--- src/rtl/uart_rx_buffer.sv ---
// uart_rx_buffer: synchronizes receiver done/error flags, captures bytes into a FWFT FIFO,
// and keeps sticky overflow plus saturating error/drop counters.
module uart_rx_buffer #(
    parameter int NUM_DATA_BITS = 8,
    parameter int DEPTH         = 16,
    parameter int SYNC_STAGES   = 2,
    parameter int CNT_WIDTH     = 8
) (
    input  logic                       clk,
    input  logic                       rst,
    input  logic                       clr,
    input  logic [NUM_DATA_BITS-1:0]   rx_data,
    input  logic                       rx_done,
    input  logic                       rx_error,
    output logic [NUM_DATA_BITS-1:0]   rd_data,
    output logic                       rd_valid,
    input  logic                       rd_ready,
    output logic [$clog2(DEPTH+1)-1:0] count,
    output logic                       full,
    output logic                       overflow,
    output logic [CNT_WIDTH-1:0]       err_count,
    output logic [CNT_WIDTH-1:0]       drop_count
);
    localparam int AW = $clog2(DEPTH);
    localparam int CW = $clog2(DEPTH+1);

    typedef enum logic [1:0] {WAIT_LOW, WAIT_EDGE, PUSH} state_t;

    state_t                   state;
    logic [SYNC_STAGES-1:0]   done_sync, err_sync, settle;
    logic                     done_d, err_d, done_s, err_s, done_rise, err_rise;
    logic                     pop, try_push, wr, drop;
    logic [AW-1:0]            wr_ptr, rd_ptr;
    logic [NUM_DATA_BITS-1:0] mem [DEPTH];
    logic [NUM_DATA_BITS-1:0] rd_hold;

    always_comb begin
        done_s    = done_sync[SYNC_STAGES-1];
        err_s     = err_sync[SYNC_STAGES-1];
        done_rise = done_s && !done_d;
        err_rise  = err_s && !err_d;
        rd_valid  = count != '0;
        full      = count == CW'(DEPTH);
        rd_data   = rd_valid ? mem[rd_ptr] : rd_hold;
        pop       = rd_valid && rd_ready && !clr;
        try_push  = state == PUSH && !clr;
        wr        = try_push && (!full || pop);
        drop      = try_push && !wr;
    end

    // settle keeps WAIT_LOW from trusting the synchronizer until it has refilled after reset,
    // so a done level already high at reset release never looks like a fresh rising edge
    always_ff @(posedge clk or posedge rst) begin
        if (rst) begin
            done_sync  <= '0;
            err_sync   <= '0;
            settle     <= '0;
            done_d     <= 1'b0;
            err_d      <= 1'b0;
            state      <= WAIT_LOW;
            wr_ptr     <= '0;
            rd_ptr     <= '0;
            count      <= '0;
            overflow   <= 1'b0;
            err_count  <= '0;
            drop_count <= '0;
            rd_hold    <= '0;
        end else begin
            done_sync <= {done_sync[SYNC_STAGES-2:0], rx_done};
            err_sync  <= {err_sync[SYNC_STAGES-2:0], rx_error};
            settle    <= {settle[SYNC_STAGES-2:0], 1'b1};
            done_d    <= done_s;
            err_d     <= err_s;
            rd_hold   <= rd_data;
            if (clr) begin
                state      <= WAIT_LOW;
                wr_ptr     <= '0;
                rd_ptr     <= '0;
                count      <= '0;
                overflow   <= 1'b0;
                err_count  <= '0;
                drop_count <= '0;
            end else begin
                state      <= state == WAIT_LOW  ? (settle[SYNC_STAGES-1] && !done_s ? WAIT_EDGE : WAIT_LOW) :
                              state == WAIT_EDGE ? (done_rise ? PUSH : WAIT_EDGE) : WAIT_LOW;
                wr_ptr     <= wr_ptr + AW'(wr);
                rd_ptr     <= rd_ptr + AW'(pop);
                count      <= count + CW'(wr) - CW'(pop);
                overflow   <= overflow | drop;
                err_count  <= err_count + CNT_WIDTH'(err_rise && err_count != '1);
                drop_count <= drop_count + CNT_WIDTH'(drop && drop_count != '1);
            end
        end
    end

    always_ff @(posedge clk) begin
        if (wr) mem[wr_ptr] <= rx_data;
    end
endmodule
--- config.mk ---
export PLATFORM = sky130hd
export DESIGN_NAME = uart_rx_buffer
export DESIGN_NICKNAME = d
export VERILOG_FILES = /design/src/rtl/uart_rx_buffer.sv
export SDC_FILE = /design/constraint.sdc
export NUM_CORES = 1
export LEC_CHECK = 0
export ABC_AREA = 1
export CORE_MARGIN = 2
export CORE_UTILIZATION = 46
export DETAILED_ROUTE_END_ITERATION = 10
export DONT_BUFFER_PORTS = 1
export PLACE_DENSITY = 0.72
export REMOVE_ABC_BUFFERS = 1
export SETUP_SLACK_MARGIN = 0.02
export SYNTH_ARGS = -nofsm -noshare
export SYNTH_HDL_FRONTEND = slang
export SYNTH_SLANG_ARGS = --single-unit
--- constraint.sdc ---
create_clock -name clk -period 2.65 [get_ports clk]
set_input_delay 0.3975 -clock clk [delete_from_list [all_inputs] [get_ports clk]]
set_output_delay 0.3975 -clock clk [all_outputs]
set_load 0.005 [all_outputs]
After elaboration in Yosys (flattened, before gate mapping)
Memories as Yosys holds them, arrays and structs flattened. Cells that the tools add are included.

Memories: 1. RAM bits: 128. Logic and storage cells: 59. Input port bits: 14. Output and inout port bits: 32. Flip-flop bits (word level): 48.

Add/sub/neg operators: 6. Reduce and logical (&&, ||, !) cells: 19. Eq/ne operators: 5. Bitwise logic cells: 1. Mux-type cells: 14.

Memory list: mem (depth 16, width 8, rd ports 1, clocked after Yosys merged registers in 0, wr ports 1, RTL line 34) `logic [NUM_DATA_BITS-1:0] mem [DEPTH];`.

Operators with widths (count): 2-to-1 mux 8 bit (3); adder 8 x 1 -> 8 bit (2); inequality test 8 bit, second input constant (2); logical AND 1 bit (10); adder 4 x 1 -> 4 bit (2); 2-to-1 mux 2 bit (4); 2-to-1 mux 4 bit (2); logical NOT 1 bit (6); adder 5 x 1 -> 5 bit (1); == test 5 bit, second input constant (1); 2-to-1 mux 5 bit (1); nonzero test 5 bit (1); subtractor 5 x 1 -> 5 bit (1); 2-to-1 mux 1 bit (4); == test 2 x 1 -> 1 bit, second input constant (1); == test 2 bit, second input constant (1); logical NOT 2 bit (1); logical OR 1 bit (1); bitwise OR 1 bit (1).

Logic depth before layout (Yosys ltp)
Depth after elaboration: 10. Gate-level depth with buffers: 16.

Least setup slack after synthesis
No wires, ideal clock.

Path kind: reg-to-reg. Start point: register count[3]. End point: register count[4]. Cell stages (with the launch flop): 16. Path slack: 0.450 ns. Path buffers: 0. Arrival: 2.074 ns. Required time: 2.524 ns. Cell sequence: dfrtp_1 > inv_1 > ha_1 > nand3_1 > inv_1 > nand2_1 > inv_2 > nor2_4 > nand2_1 > nand2_1 > ha_1 > fa_1 > a21oi_1 > o21bai_1 > o21ai_0 > a21oi_1.

RTL lines: from (decl) (RTL line 18) `output logic [$clog2(DEPTH+1)-1:0] count,`; from (signal assigned) (RTL line 88) `count <= count + CW'(wr) - CW'(pop);`; == test 5 bit (RTL line 43) `full = count == CW'(DEPTH);`; via full (RTL line 19) `output logic full,`; logical NOT 1 bit (RTL line 47) `wr = try_push && (!full || pop);`; logical OR 1 bit (RTL line 47); logical AND 1 bit (RTL line 47); adder 5 x 1 -> 5 bit (RTL line 88); subtractor 5 x 1 -> 5 bit (RTL line 88); 2-to-1 mux 5 bit (RTL line 75) `if (clr) begin`.

The timed path passes the listed nets, and every way through them passes these cells.

Worst setup path after layout
Start point: register rd_ptr[1]. End point: output port rd_data[6].

Word-level cells in the longest chain between the ends: 2.

RTL lines: from (decl) (RTL line 33) `logic [AW-1:0] wr_ptr, rd_ptr;`; from (signal assigned) (RTL line 87) `rd_ptr <= rd_ptr + AW'(pop);`; memory (16 x 8 bit); 2-to-1 mux 8 bit (RTL line 44) `rd_data = rd_valid ? mem[rd_ptr] : rd_hold;`; to (decl) (RTL line 15) `output logic [NUM_DATA_BITS-1:0] rd_data,`.

No other way between the ends.

==> summary.txt <==
Drt
  • Vias per cell: 5.01
  • Initial DRC count: about 530
  • DRT Pass-1 Iters: 5
  • Routed len/inst: around 16 um
  • WL final: 16.4 mm
  • Remaining antenna violation count: 0
  • Post-route DRC violation count: 0
  • Vias: roughly 5,100

Global routing
  • Antenna violations before repair: 0
  • GR Overflow Total: 0
  • Largest net degree at the start of global routing: 66
  • Gr usage total: about a fifth
  • First-pass GRT wire length: roughly 26 mm
  • Vias in the first global route: 4,961

Layout
  • Cell area after layout: between 0.008 and 0.009 mm^2
  • Layout cell share with drive strength beyond 1: under 10%
  • Ant. Diodes: 0
  • Area grow syn2layout: 11.6%
  • Nets: just over 800
  • Fillers: around 1,400
  • Final Instance Count excl. Fillers: about 1,000

Synthesis
  • Syn_area_per_cell: approximately 10 um^2
  • Commonest cells in the netlist: nand2_1, edfxtp_1, inv_1
  • Largest cells by area after synthesis: edfxtp_1, dfrtp_1, nand2_1
  • Number of distinct library cells after synthesis: 32
  • Area share of the largest cell type after synthesis: about 50%
  • Post-synth EDFFs: roughly 130
  • Most used DFF post-synth: edfxtp_1
  • Yosys reg bits: between 150 and 200
  • Mapped cell area: 0.00773 mm^2
  • Cells after synthesis: between 700 and 800
  • YS warnings: 0
  • Area leader, netlist: edfxtp_1
  • Cell with the most instances after synthesis: nand2_1
  • Post-synth ARST share: between 20% and 30%
  • Post-synthesis sequential area ratio: between 60% and 70%

Placement
  • Placed Cells: roughly 980
  • # port buffers: 0
  • RD Place Congestion: approximately 0.8
  • Placed instance area: 0.00803 mm^2
  • Hpwl dp: approximately 10 mm

Clock network
  • Clock Path Buffers: 2
  • CTS clock-pin slew for the worst setup and hold paths: approximately 60 ps
  • TritonCTS clock tree: done
  • Sink Count: about 180
  • H-tree depth: 4
  • Setup repair bufs after CTS: 0
  • Clock Latency Late Sink: around 430 ps
  • Root Driver: clkbuf_16
  • Total CTS buffers: 17

STA
  • Final max-slew violation count: 0
  • Clock Skew: 8.48 ps
  • Setup TNS: 0 ps
  • Final setup fails: 0
  • WHS: between 20 and 25 ps
  • Max-slew headroom: between 50 and 60%
  • Slew @ Worst Pin: 670 ps
  • Unrepaired setup endpoints after global routing: no
  • Minimum clock period: between 2000 and 2500 ps
  • Fin. Hold Viols: 0
  • Max Freq: 408 MHz
  • Final Cycle Share: around 90%

Worst setup path
  • Worst Path Buf+Inv: 1
  • Crit path launch type: flip-flop
  • Critical path required time: roughly 2300 ps
  • Critical Path AT: 2060 ps
  • Critical path peak fanout: 32
  • Crit-path max cell delay: around 500 ps
  • Worst path cell trace: inv_2 > nand3_1 > nand3_1 > nand3_1 > nand2_1 > nand2_1 > nand2_1
  • R2R Setup Slk: 220 ps
  • Crit-path slowest cell: inv_2
  • Crit-path leading delay family: simple AND/OR/NAND/NOR gates
  • Setup CP Type: reg2out
  • Crit end category: output port

Die
  • Initial Utilization: 46.8%
  • # IOs: 46
  • Core footprint: 0.0165 mm^2
  • Die height: 134 um
  • Row count: between 40 and 50
  • DIE WIDTH: about 130 um
  • DIE AREA: approximately 0.018 mm^2

Hold path
  • Worst Hold Class: in2reg

Power and ir drop
  • Power, Total: 6.54 mW
  • VDD IR max: approximately 0.0007 V
  • Leak: 3.79 nW
  • Power Dens Cells: between 700 and 800 mW/mm^2

Run status
  • Status: complete, no violations

Job
  • Max-Cap Viols: 0
state kept, by name, indices dropped and copies added, names as in the netlist, 4 cells and up:
signal and flops:
mem 128, drop_count 8, err_count 8, rd_hold 8, count 5, rd_ptr 4, wr_ptr 4
power breakdown:
part           internal [mW]  switching [mW]
Combinational          0.317           0.734
Clock                   1.37           0.987
Sequential              3.07          0.0651
metal layers:
layer	share of wire [%]	track usage [%]	vias to the layer above
met5	0	0	-
met4	2.7	8.10	0
met3	6.0	4.72	33
met2	49	32.0	157
met1	42	24.9	2410
li1	-	-	2505
layout make-up:
| cell class | count | area (um^2) | area share (%) |
|---|---|---|---|
| timing repair buffer | 29 | 238 | 2.76 |
| inverter | 134 | 503 | 5.83 |
| multi-input combinational | 428 | 2000 | 23.2 |
| sequential | 176 | 5050 | 58.5 |
| tap | 220 | 275 | 3.19 |
| clock inverter | 12 | 119 | 1.38 |
| clock buffer | 20 | 437 | 5.06 |
cell families after synthesis:
kind of cell / Yosys count / synth area share [%]
AOI/OAI and AO/OA: 27 / 1.85
xor gates and xnor gates: 4 / 0.453
adders and majority gates: 14 / 2.36
buffers and inverters: 162 / 8.82
DFF: 176 / 65.3
other: 1 / 0.0485
and+or+nand+nor: 382 / 21.2
final timing paths:
check	endpoint	startpoint	cells past startpoint
worst max-delay path	rd_data[6]	rd_ptr[1]	7
worst min-delay path	count[1]	clr	1
worst max register to register	count[4]	count[2]	15
worst min register to register	settle[1]	settle[0]	0
max in group asynchronous	wr_ptr[2]	rst	3
min in group asynchronous	count[0]	rst	2
cells in the final DEF (no fill, tap or decap), drive strengths merged:
master / n
a21oi: 15
a31oi: 1
and3: 1
buf: 26
bufinv: 2
clkbuf: 20
clkinv: 9
clkinvlp: 2
conb: 1
dfrtp: 48
dlygate4sd3: 3
edfxtp: 128
fa: 1
ha: 13
inv: 133
nand2: 216
nand3: 107
nand4: 3
nor2: 40
nor3: 11
nor3b: 2
nor4: 2
o21ai: 9
o21bai: 1
o32ai: 1
xnor2: 2
xor2: 2
per-stage QoR:
stage,utilization [%],setup WS [ps]
floorplan,-,-271
global placement,48.6,267
detailed placement,48.6,240
CTS,52.2,205
global route,52.2,24.8
finish,52.2,197
repair_timing:
action / in CTS / in global routing
hold buffers: 3 / 0
setup endpoints to repair: 0 / 1
hold endpoints to repair: 25 / 0
resized for setup: 0 / 1
worst reg2reg max path: stages (launching register included):
cell and delay [ps]:
dfrtp_1 410, inv_1 100, ha_2 210, nand3_1 80, inv_1 100, nand2_1 110
inv_2 90, nor2_4 50, nand2_1 50, nand2_1 50, ha_1 210, fa_1 410
a21oi_1 170, o21bai_1 90, o21ai_0 140, a21oi_1 50
No activity file was read; power rests on OpenSTA's default activity.
